==> config.mk <==
export PLATFORM = sky130hd
export DESIGN_NAME = pulse_replayer_flat
export DESIGN_NICKNAME = d
export VERILOG_FILES = /design/src/rtl/pulse_ts_pkg.sv /design/src/rtl/pulse_replayer_if.sv /design/src/rtl/pulse_stretcher.sv /design/src/rtl/pulse_replayer.sv /design/src/flat_wrapper.sv
export SDC_FILE = /design/constraint.sdc
export NUM_CORES = 1
export LEC_CHECK = 0
export CORE_AREA = 2 2 204 206
export CTS_CLUSTER_SIZE = 25
export DETAILED_ROUTE_END_ITERATION = 8
export DIE_AREA = 0 0 206 208
export SYNTH_ARGS = -nofsm -noshare
export SYNTH_HDL_FRONTEND = slang
export SYNTH_SLANG_ARGS = --single-unit
==> constraint.sdc <==
create_clock -name ts_clk -period 5.55 [get_ports ts_clk]
set_clock_uncertainty 0.15 [all_clocks]
set_input_delay 1.3875 -clock ts_clk [delete_from_list [all_inputs] [get_ports ts_clk]]
set_output_delay 1.3875 -clock ts_clk [all_outputs]
set_load 0.03 [all_outputs]
==> src/rtl/pulse_ts_pkg.sv <==
// Shared definitions for the pulse-timestamp stream (producer and replayer).
//   TS_W/LINE_W/WORD_W : field widths of the {line_id, ts} stream word
//   ts_word_t          : unpacked view of one stream word
//   get_line/get_ts    : field slicing helpers
//   state_e            : replayer FSM states
package pulse_ts_pkg;

  localparam int unsigned TS_W   = 28;
  localparam int unsigned LINE_W = 4;
  localparam int unsigned WORD_W = 32;

  typedef struct packed {
    logic [LINE_W-1:0] line;
    logic [TS_W-1:0]   ts;
  } ts_word_t;

  typedef enum logic {
    IDLE = 1'b0,
    WAIT = 1'b1
  } state_e;

  function automatic logic [LINE_W-1:0] get_line(input logic [WORD_W-1:0] word);
    return word[WORD_W-1 -: LINE_W];
  endfunction

  function automatic logic [TS_W-1:0] get_ts(input logic [WORD_W-1:0] word);
    return word[TS_W-1:0];
  endfunction

endpackage

==> src/rtl/pulse_replayer_if.sv <==
// AXI-Stream carrying {line_id, ts} words.
//   tdata  : [31:28] line_id, [27:0] target timestamp
//   tvalid : word present
//   tready : consumer accepts
interface pulse_replayer_if;
  import pulse_ts_pkg::*;

  logic [WORD_W-1:0] tdata;
  logic              tvalid;
  logic              tready;

  modport master (output tdata, output tvalid, input tready);
  modport slave  (input tdata, input tvalid, output tready);
endinterface

==> src/rtl/pulse_stretcher.sv <==
// Turns a one-cycle fire strobe into a PULSE_WIDTH-cycle registered level.
//   ts_clk, resetn : clock, async active-low reset
//   fire           : strobe; high in cycle c gives pulse high c+1..c+PULSE_WIDTH
//   pulse          : registered output level
// A fire while the pulse is running restarts the count, so pulses merge.
module pulse_stretcher #(
  parameter int unsigned PULSE_WIDTH = 4
) (
  input  logic ts_clk,
  input  logic resetn,
  input  logic fire,
  output logic pulse
);

  localparam int unsigned CNT_W = $clog2(PULSE_WIDTH + 1);

  logic [CNT_W-1:0] cnt;

  // cnt holds the remaining high cycles including the current one
  always_ff @(posedge ts_clk or negedge resetn) begin
    if (!resetn) begin
      cnt   <= '0;
      pulse <= 1'b0;
    end else if (fire) begin
      cnt   <= CNT_W'(PULSE_WIDTH);
      pulse <= 1'b1;
    end else begin
      if (cnt != '0) cnt <= cnt - CNT_W'(1);
      pulse <= (cnt > CNT_W'(1));
    end
  end

endmodule

==> src/rtl/pulse_replayer.sv <==
// Replays timestamped events from the stream as pulses against a local timebase.
//   ts_clk, resetn   : clock, async active-low reset
//   enable           : runs the timebase and allows stream transfers
//   ctr_clear        : synchronous timebase clear, wins over increment
//   ts_strm          : AXI-Stream slave of {line_id, ts} words
//   pulse_o          : per-line replayed pulses
//   ts_ctr_o         : local timebase
//   late_cnt         : events fired after their timestamp (saturating)
//   drop_cnt         : stale or invalid-line events discarded (saturating)
module pulse_replayer
  import pulse_ts_pkg::*;
#(
  parameter int unsigned NUM_LINES   = 16,
  parameter int unsigned PULSE_WIDTH = 4,
  parameter int unsigned LATE_WINDOW = 64
) (
  input  logic                 ts_clk,
  input  logic                 resetn,
  input  logic                 enable,
  input  logic                 ctr_clear,
  pulse_replayer_if.slave      ts_strm,
  output logic [NUM_LINES-1:0] pulse_o,
  output logic [TS_W-1:0]      ts_ctr_o,
  output logic [15:0]          late_cnt,
  output logic [15:0]          drop_cnt
);

  // Smallest unsigned difference that still reads as "late" (ds == -LATE_WINDOW)
  localparam logic [TS_W-1:0] LATE_LO = TS_W'((32'd1 << TS_W) - LATE_WINDOW);

  state_e         state;
  ts_word_t       hold;
  logic [TS_W-1:0] ctr;

  logic [TS_W-1:0]      diff_c;
  logic                 line_ok_c;
  logic                 due_c;
  logic                 late_c;
  logic                 fire_c;
  logic                 drop_c;
  logic                 xfer_c;
  logic [NUM_LINES-1:0] fire_vec_c;

  // Classify the held event against the timebase (wrap-safe modular compare)
  always_comb begin
    diff_c     = hold.ts - ctr;
    line_ok_c  = (32'(hold.line) < NUM_LINES);
    due_c      = (diff_c == '0);
    late_c     = (diff_c >= LATE_LO);
    fire_c     = 1'b0;
    drop_c     = 1'b0;
    fire_vec_c = '0;
    if (state == WAIT) begin
      if (!line_ok_c) begin
        drop_c = 1'b1;
      end else if (due_c || late_c) begin
        fire_c     = 1'b1;
        fire_vec_c = NUM_LINES'(1) << hold.line;
      end else if (diff_c[TS_W-1]) begin
        drop_c = 1'b1;
      end
    end
  end

  // The slot frees in the same cycle its event resolves, allowing back-to-back words
  assign ts_strm.tready = resetn & enable & ((state == IDLE) | fire_c | drop_c);
  assign xfer_c         = ts_strm.tvalid & ts_strm.tready;
  assign ts_ctr_o       = ctr;

  // Timebase, hold register, FSM and status counters
  always_ff @(posedge ts_clk or negedge resetn) begin
    if (!resetn) begin
      ctr      <= '0;
      state    <= IDLE;
      hold     <= '0;
      late_cnt <= '0;
      drop_cnt <= '0;
    end else begin
      if (ctr_clear)   ctr <= '0;
      else if (enable) ctr <= ctr + TS_W'(1);

      if (xfer_c) begin
        hold  <= '{line: get_line(ts_strm.tdata), ts: get_ts(ts_strm.tdata)};
        state <= WAIT;
      end else if (fire_c || drop_c) begin
        state <= IDLE;
      end

      if (fire_c && !due_c && (late_cnt != 16'hFFFF)) late_cnt <= late_cnt + 16'd1;
      if (drop_c && (drop_cnt != 16'hFFFF))           drop_cnt <= drop_cnt + 16'd1;
    end
  end

  for (genvar i = 0; i < int'(NUM_LINES); i++) begin : g_line
    pulse_stretcher #(
      .PULSE_WIDTH(PULSE_WIDTH)
    ) u_stretch (
      .ts_clk (ts_clk),
      .resetn (resetn),
      .fire   (fire_vec_c[i]),
      .pulse  (pulse_o[i])
    );
  end

endmodule
==> src/flat_wrapper.sv <==
// flat-port wrapper written by rule: the top's interface ports become plain ports
module pulse_replayer_flat import pulse_ts_pkg::*;
#(
  parameter int unsigned NUM_LINES   = 16,
  parameter int unsigned PULSE_WIDTH = 4,
  parameter int unsigned LATE_WINDOW = 64
)
  (ts_clk, resetn, enable, ctr_clear, pulse_o, ts_ctr_o, late_cnt, drop_cnt, ts_strm_tdata, ts_strm_tvalid, ts_strm_tready);
  pulse_replayer_if ts_strm_i ();
  input  logic ts_clk;
  input  logic resetn;
  input  logic enable;
  input  logic ctr_clear;
  output logic [NUM_LINES-1:0] pulse_o;
  output logic [TS_W-1:0] ts_ctr_o;
  output logic [15:0] late_cnt;
  output logic [15:0] drop_cnt;
  input wire logic [$bits(ts_strm_i.tdata)-1:0] ts_strm_tdata;
  input wire logic [$bits(ts_strm_i.tvalid)-1:0] ts_strm_tvalid;
  output wire logic [$bits(ts_strm_i.tready)-1:0] ts_strm_tready;
  assign ts_strm_i.tdata = ts_strm_tdata;
  assign ts_strm_i.tvalid = ts_strm_tvalid;
  assign ts_strm_tready = ts_strm_i.tready;
  pulse_replayer #(.NUM_LINES(NUM_LINES), .PULSE_WIDTH(PULSE_WIDTH), .LATE_WINDOW(LATE_WINDOW)) u_core (.ts_clk(ts_clk), .resetn(resetn), .enable(enable), .ctr_clear(ctr_clear), .ts_strm(ts_strm_i), .pulse_o(pulse_o), .ts_ctr_o(ts_ctr_o), .late_cnt(late_cnt), .drop_cnt(drop_cnt));
endmodule
======== Word level (Yosys, flattened, before mapping) ========
Index checks and enable logic that the tools add are counted.
word-level totals
  register bits after elaboration ......... 157
  input bits .............................. 37
  word-level logic and storage cells ...... 184
  output and inout port bits .............. 77
cells by class
  magnitude comparators ................... 17
  mux-type cells .......................... 59
  shift operators ......................... 1
  add/subtract/negate cells ............... 20
  bitwise logic cells ..................... 6
  equal/unequal tests ..................... 2
  reduce and logical (&&, ||, !) cells .... 41
operators with widths
  cell                   number
  $mux 3                 32
  $mux 28                2
  $gt 3x1->1 const B     16
  $reduce_bool 3->1      16
  $sub 3x1->3 const B    16
  $reduce_bool 2->1      18
  $add 16x1->16 const B  2
  $mux 16                2
  $ne 16x16->1 const B   2
  $add 28x1->28 const B  1
  $ge 28x28->1 const B   1
  $logic_not 28->1       1
  $sub 28x28->28         1
  $mux 1                 23
  $shl 1x4->16 const A   1
  $and 1x1->1            3
  $logic_and 1x1->1      3
  $logic_or 1x1->1       2
  $or 1x1->1             2
  $logic_not 1->1        1
  $not 1->1              1

======== Logic depth before layout (Yosys ltp) ========
  depth in word-level cells ............... 10
  mapped depth ............................ 15
  gate-level depth less buffers ........... 12

======== By module ========
A second synthesis with hierarchy kept.
unflattened totals
  cells, all modules ...................... 1047
  area total of the unflattened synthesis .. 10000.8 um^2
by module, submodules not included
  module           cells each  sequential area each (um^2)  times used  area an instance (um^2)
  pulse_replayer   711         2327.2                       1           6337.3
  pulse_stretcher  21          100.1                        16          229.0

======== Worst setup path after synthesis ========
Ideal clock, no wire load.
  kind .................................... register to output
  start ................................... reg u_core.ctr[4], in the netlist u_core.ts_ctr_o[4]
  end ..................................... out ts_strm_tready
  cell stages (with the launch flop) ...... 12
  slack ................................... 0.558 ns
  buffers on the path ..................... 0
  data required time ...................... 4.013 ns
  data arrival time ....................... 3.455 ns
  cell sequence ........................... dfrtp_1 -> inv_1 -> ha_1 -> a21oi_1 -> nand2_1 -> o21a_1 -> xnor2_2 -> nand2_1 -> or4b_1 -> or4_1 -> o31ai_2 -> and3_1
on the way
  cells in the longest elaborated chain, start to end .. 8
  elaborated cells on any way between the ends .. 12
  classes of those cells .................. 1 x add/sub; 1 x order compare; 5 x mux; 3 x bitwise; 2 x reduce/logical
RTL lines
  what                                              line                                        source
  start, declared                                   pulse_replayer.sv:33                        logic [TS_W-1:0] ctr;
  start signal, assigned                            pulse_replayer.sv:80                        else if (enable) ctr <= ctr + TS_W'(1);
  $sub 28x28->28 (*)                                pulse_replayer.sv:46                        diff_c = hold.ts - ctr;
  $ge 28x28->1 or $logic_not 28->1 (tied branches)  pulse_replayer.sv:49, pulse_replayer.sv:48
  $logic_or 1x1->1                                  pulse_replayer.sv:56                        end else if (due_c || late_c) begin
  $mux 1                                            pulse_replayer.sv:56
  $mux 1                                            pulse_replayer.sv:53                        if (state == WAIT) begin
  $or 1x1->1                                        pulse_replayer.sv:66                        assign ts_strm.tready = resetn & enable & ((state == IDLE) | fire_c | drop_c);
  $or 1x1->1 (*)                                    pulse_replayer.sv:66
  $and 1x1->1 (*)                                   pulse_replayer.sv:66
  end, declared                                     flat_wrapper.sv:20                          output wire logic [$bits(ts_strm_i.tready)-1:0] ts_strm_tready;
Every way passes the cells marked *; elsewhere a longest branch is shown, timed or not.

======== Worst setup path in the final report ========
  start ................................... reg u_core.ctr[13], in the netlist u_core.ts_ctr_o[13]
  end ..................................... out ts_strm_tready
Same word-level chain as after synthesis.

==> impl_metrics.toml <==
[power_and_ir_drop]
p_clk_frac = 0.205
switching_power_uw = 2340
p_comb_frac = 0.501
swShare = 0.415
peakVddDrop_mv = 0.189
intPower_uw = 3290
total_power_uw = 5630
p_leak_uw = 0.00522
p_seq_frac = 0.294
p_per_area_nw_per_um2 = 447

[cts]
clock-sinks = 157
tritoncts = "done"
clock-root-buffer = "clkbuf_16"
clockBufferDepth = 2
htreeDepth = 4
clk_latency_ns = 0.45
postCtsHoldBufs = 0
numCtsBuffers = 17
clkTransAtPathRegs_ns = 0.06

[worst_setup_path]
arrival_ns = 3.88
critPathSlowestCell = "or4_4"
rrSetupSlack_ns = 1.00
path_cells = "inv_1, ha_2, a21oi_1, o21a_1, and2_1, a31o_2, and3_1, a2111o_1, or4_4, o31ai_4, and3_4, buf_12"
reg2regPathDepth = 13
critPathBufInv = 2
path_max_fanout = 9
crit_type = "register to primary output"
worstSetupEndpointType = "primary output"
required_ns = 4.01
startpoint_type = "register"
cpPeakStageDelay_ns = 0.56
r2r_start = "u_core.ts_ctr_o[13]$_DFFE_PN0P_"
crit_family = "compound AO/OA/AOI/OAI gates"
regToRegEndpoint = "u_core.hold[26]$_DFFE_PN0P_"

[placed_design]
place_hpwl_um = 19100
portBuffers = 113
place.gp.congestion = 0.902

[route]
wl_um = 25500
drtIter0Drc = 471
drc = 0
via_per_inst = 4.64
wl_per_cell_um = 14.8
first_pass_iters = 5
antenna_left = 0
via_count = 8010

[die]
die_y_um = 208
core_area_um2 = 40600
io_pins = 114
start_util = 0.249
rows = 74
die_area_um2 = 42800
fp.dieW_um = 206

[cells_and_area]
fillers = 4224
antenna_cells = 0
multi_input_area_um2 = 5860
final_nets = 1295
final_common_cell = "dfrtp_1"
final_cell_mix = "dfrtp_1, nor2_1, clkdlybuf4s50_1"
syn_to_final_growth_pct = 24.9
fin_util = 0.311
seqCellArea_um2 = 3930
drive_above_1_share = 0.110

[global_route]
grt-busiest-layer = "met2"
grt_pass1_wl_um = 41400
globalRoute.totalOverflow = 0
track_usage = 0.122
groute.layer.met2.usage = 0.196
grt_max_degree = 71
grt_pass1_vias = 7968
use_met1 = 0.158
antenna_found_initial = 0
grtUsageMet3 = 0.0313

[yosys]
syn_area_um2 = 10100
seq_area_frac_synth = 0.389
async_reset_ff_frac = 1.00
synth-edff-count = 0
synth_cells = 1083
avgSynthCellArea_um2 = 9.32
syn_nets = 1196
synthFlopType = "dfrtp_1"
synth-seq-cells = 157
synth.distinct_cells = 68
ys_warn_count = 0

[timing]
slew-limit-headroom = 0.263
max_slew.worst_pin.slew_ns = 1.11
final.setup.tns_ns = 0
fin_crit_sh = 0.976
fmax_ghz = 0.185
setup_viol = 0
hold_viol = 0
grt_setup_unrepaired = "false"
final_max_slew_viol_count = 0
min_period_ns = 5.42

[worst_hold_path]
min-delay-start = "u_core.late_cnt[14]$_DFFE_PN0P_"
hold_class = "register to register"
whs_endpoint = "u_core.late_cnt[14]$_DFFE_PN0P_"
hold_depth = 1

[status]
status = "complete, no violations"

[flow_run]
timing.max_cap.violations = 0
-- power by group through the flow --
stage	sequential [uW]	combinational, uW	clock, uW
floorplan	1630	2010	0
global placement	1660	2570	0
detailed placement	1670	2600	0
CTS	1650	2680	1200
global route	1700	3150	1240
finish	1660	2820	1150
-- stage by stage --
stage / setup WS (ns) / area, um2 / hold WS (ns) / std cells
floorplan: 0.558 / 10100 / 0.308 / 1083
global placement: 0.306 / 11700 / 0.327 / 1684
detailed placement: 0.265 / 11700 / 0.329 / 1684
CTS: 0.0118 / 12300 / 0.341 / 1717
global route: 0.00459 / 12600 / 0.358 / 1727
finish: 0.132 / 12600 / 0.341 / 1727
-- metal layers --
layer,share of wire,up-vias
li1,-,3949
met2,0.47,187
met3,0.048,34
met1,0.47,3840
met5,0,-
met4,0.020,0
-- final cells by class --
type / instances / share of cell area
repair buffers: 135 / 0.104
well taps: 532 / 0.0528
clock buffers: 20 / 0.0362
flip-flops and latches: 157 / 0.312
inverters: 72 / 0.0214
clock inverters: 12 / 0.00903
multi-input cells: 799 / 0.465
-- repair_timing --
item                       CTS  global route
setup buffers                1            10
gates resized for setup     26            41
setup endpoints to repair    1             1
pin swaps                    3            12
-- cell families (layout without fill, tap and decap cells) --
family,count (synthesis),after routing,share of synthesized area
DFF,157,157,0.389
xor gates and xnor gates,87,87,0.0763
and+or+nand+nor,353,353,0.178
adders and majority gates,76,76,0.0942
muxes,55,55,0.0590
buffers and inverters,127,239,0.0604
AOI/OAI and AO/OA,228,228,0.142
-- state kept, by name, indices dropped and copies added, names as in the netlist --
register and count:
u_core.hold 32, u_core.state 1, u_core.ts_ctr_o 28, u_core.drop_cnt 16
u_core.late_cnt 16, u_core.g_line.u_stretch.cnt 48, u_core.g_line.u_stretch.pulse 16
-- Yosys cell counts (all sizes together) (9+ instances only) --
master / instances / area [um2]
xnor2: 64 / 568
a21oi: 91 / 455
ha: 76 / 951
nor2b: 23 / 144
inv: 72 / 270
clkbuf: 14 / 52.6
o21ai: 60 / 304
dfrtp: 157 / 3930
and3: 21 / 131
mux2i: 19 / 190
nand4: 22 / 138
mux2: 36 / 405
nand3: 35 / 188
nor3: 29 / 190
nand2b: 9 / 56.3
buf: 41 / 287
xor2: 23 / 201
a21o: 10 / 75.1
nor2: 113 / 424
nand2: 62 / 233
-- how the worst max path moves through the flow --
stage	start	slack (ns)	end	cells after the start
floorplan	u_core.ts_ctr_o[4]$_DFFE_PN0P_	0.56	ts_strm_tready	11
global placement	u_core.ts_ctr_o[7]$_DFFE_PN0P_	0.31	ts_strm_tready	12
detailed placement	u_core.ts_ctr_o[7]$_DFFE_PN0P_	0.27	ts_strm_tready	12
CTS	u_core.ts_ctr_o[10]$_DFFE_PN0P_	0.01	ts_strm_tready	12
global route	u_core.ts_ctr_o[8]$_DFFE_PN0P_	0.005	ts_strm_tready	12
finish	u_core.ts_ctr_o[13]$_DFFE_PN0P_	0.13	ts_strm_tready	12
(Power assumes the default switching activity.)
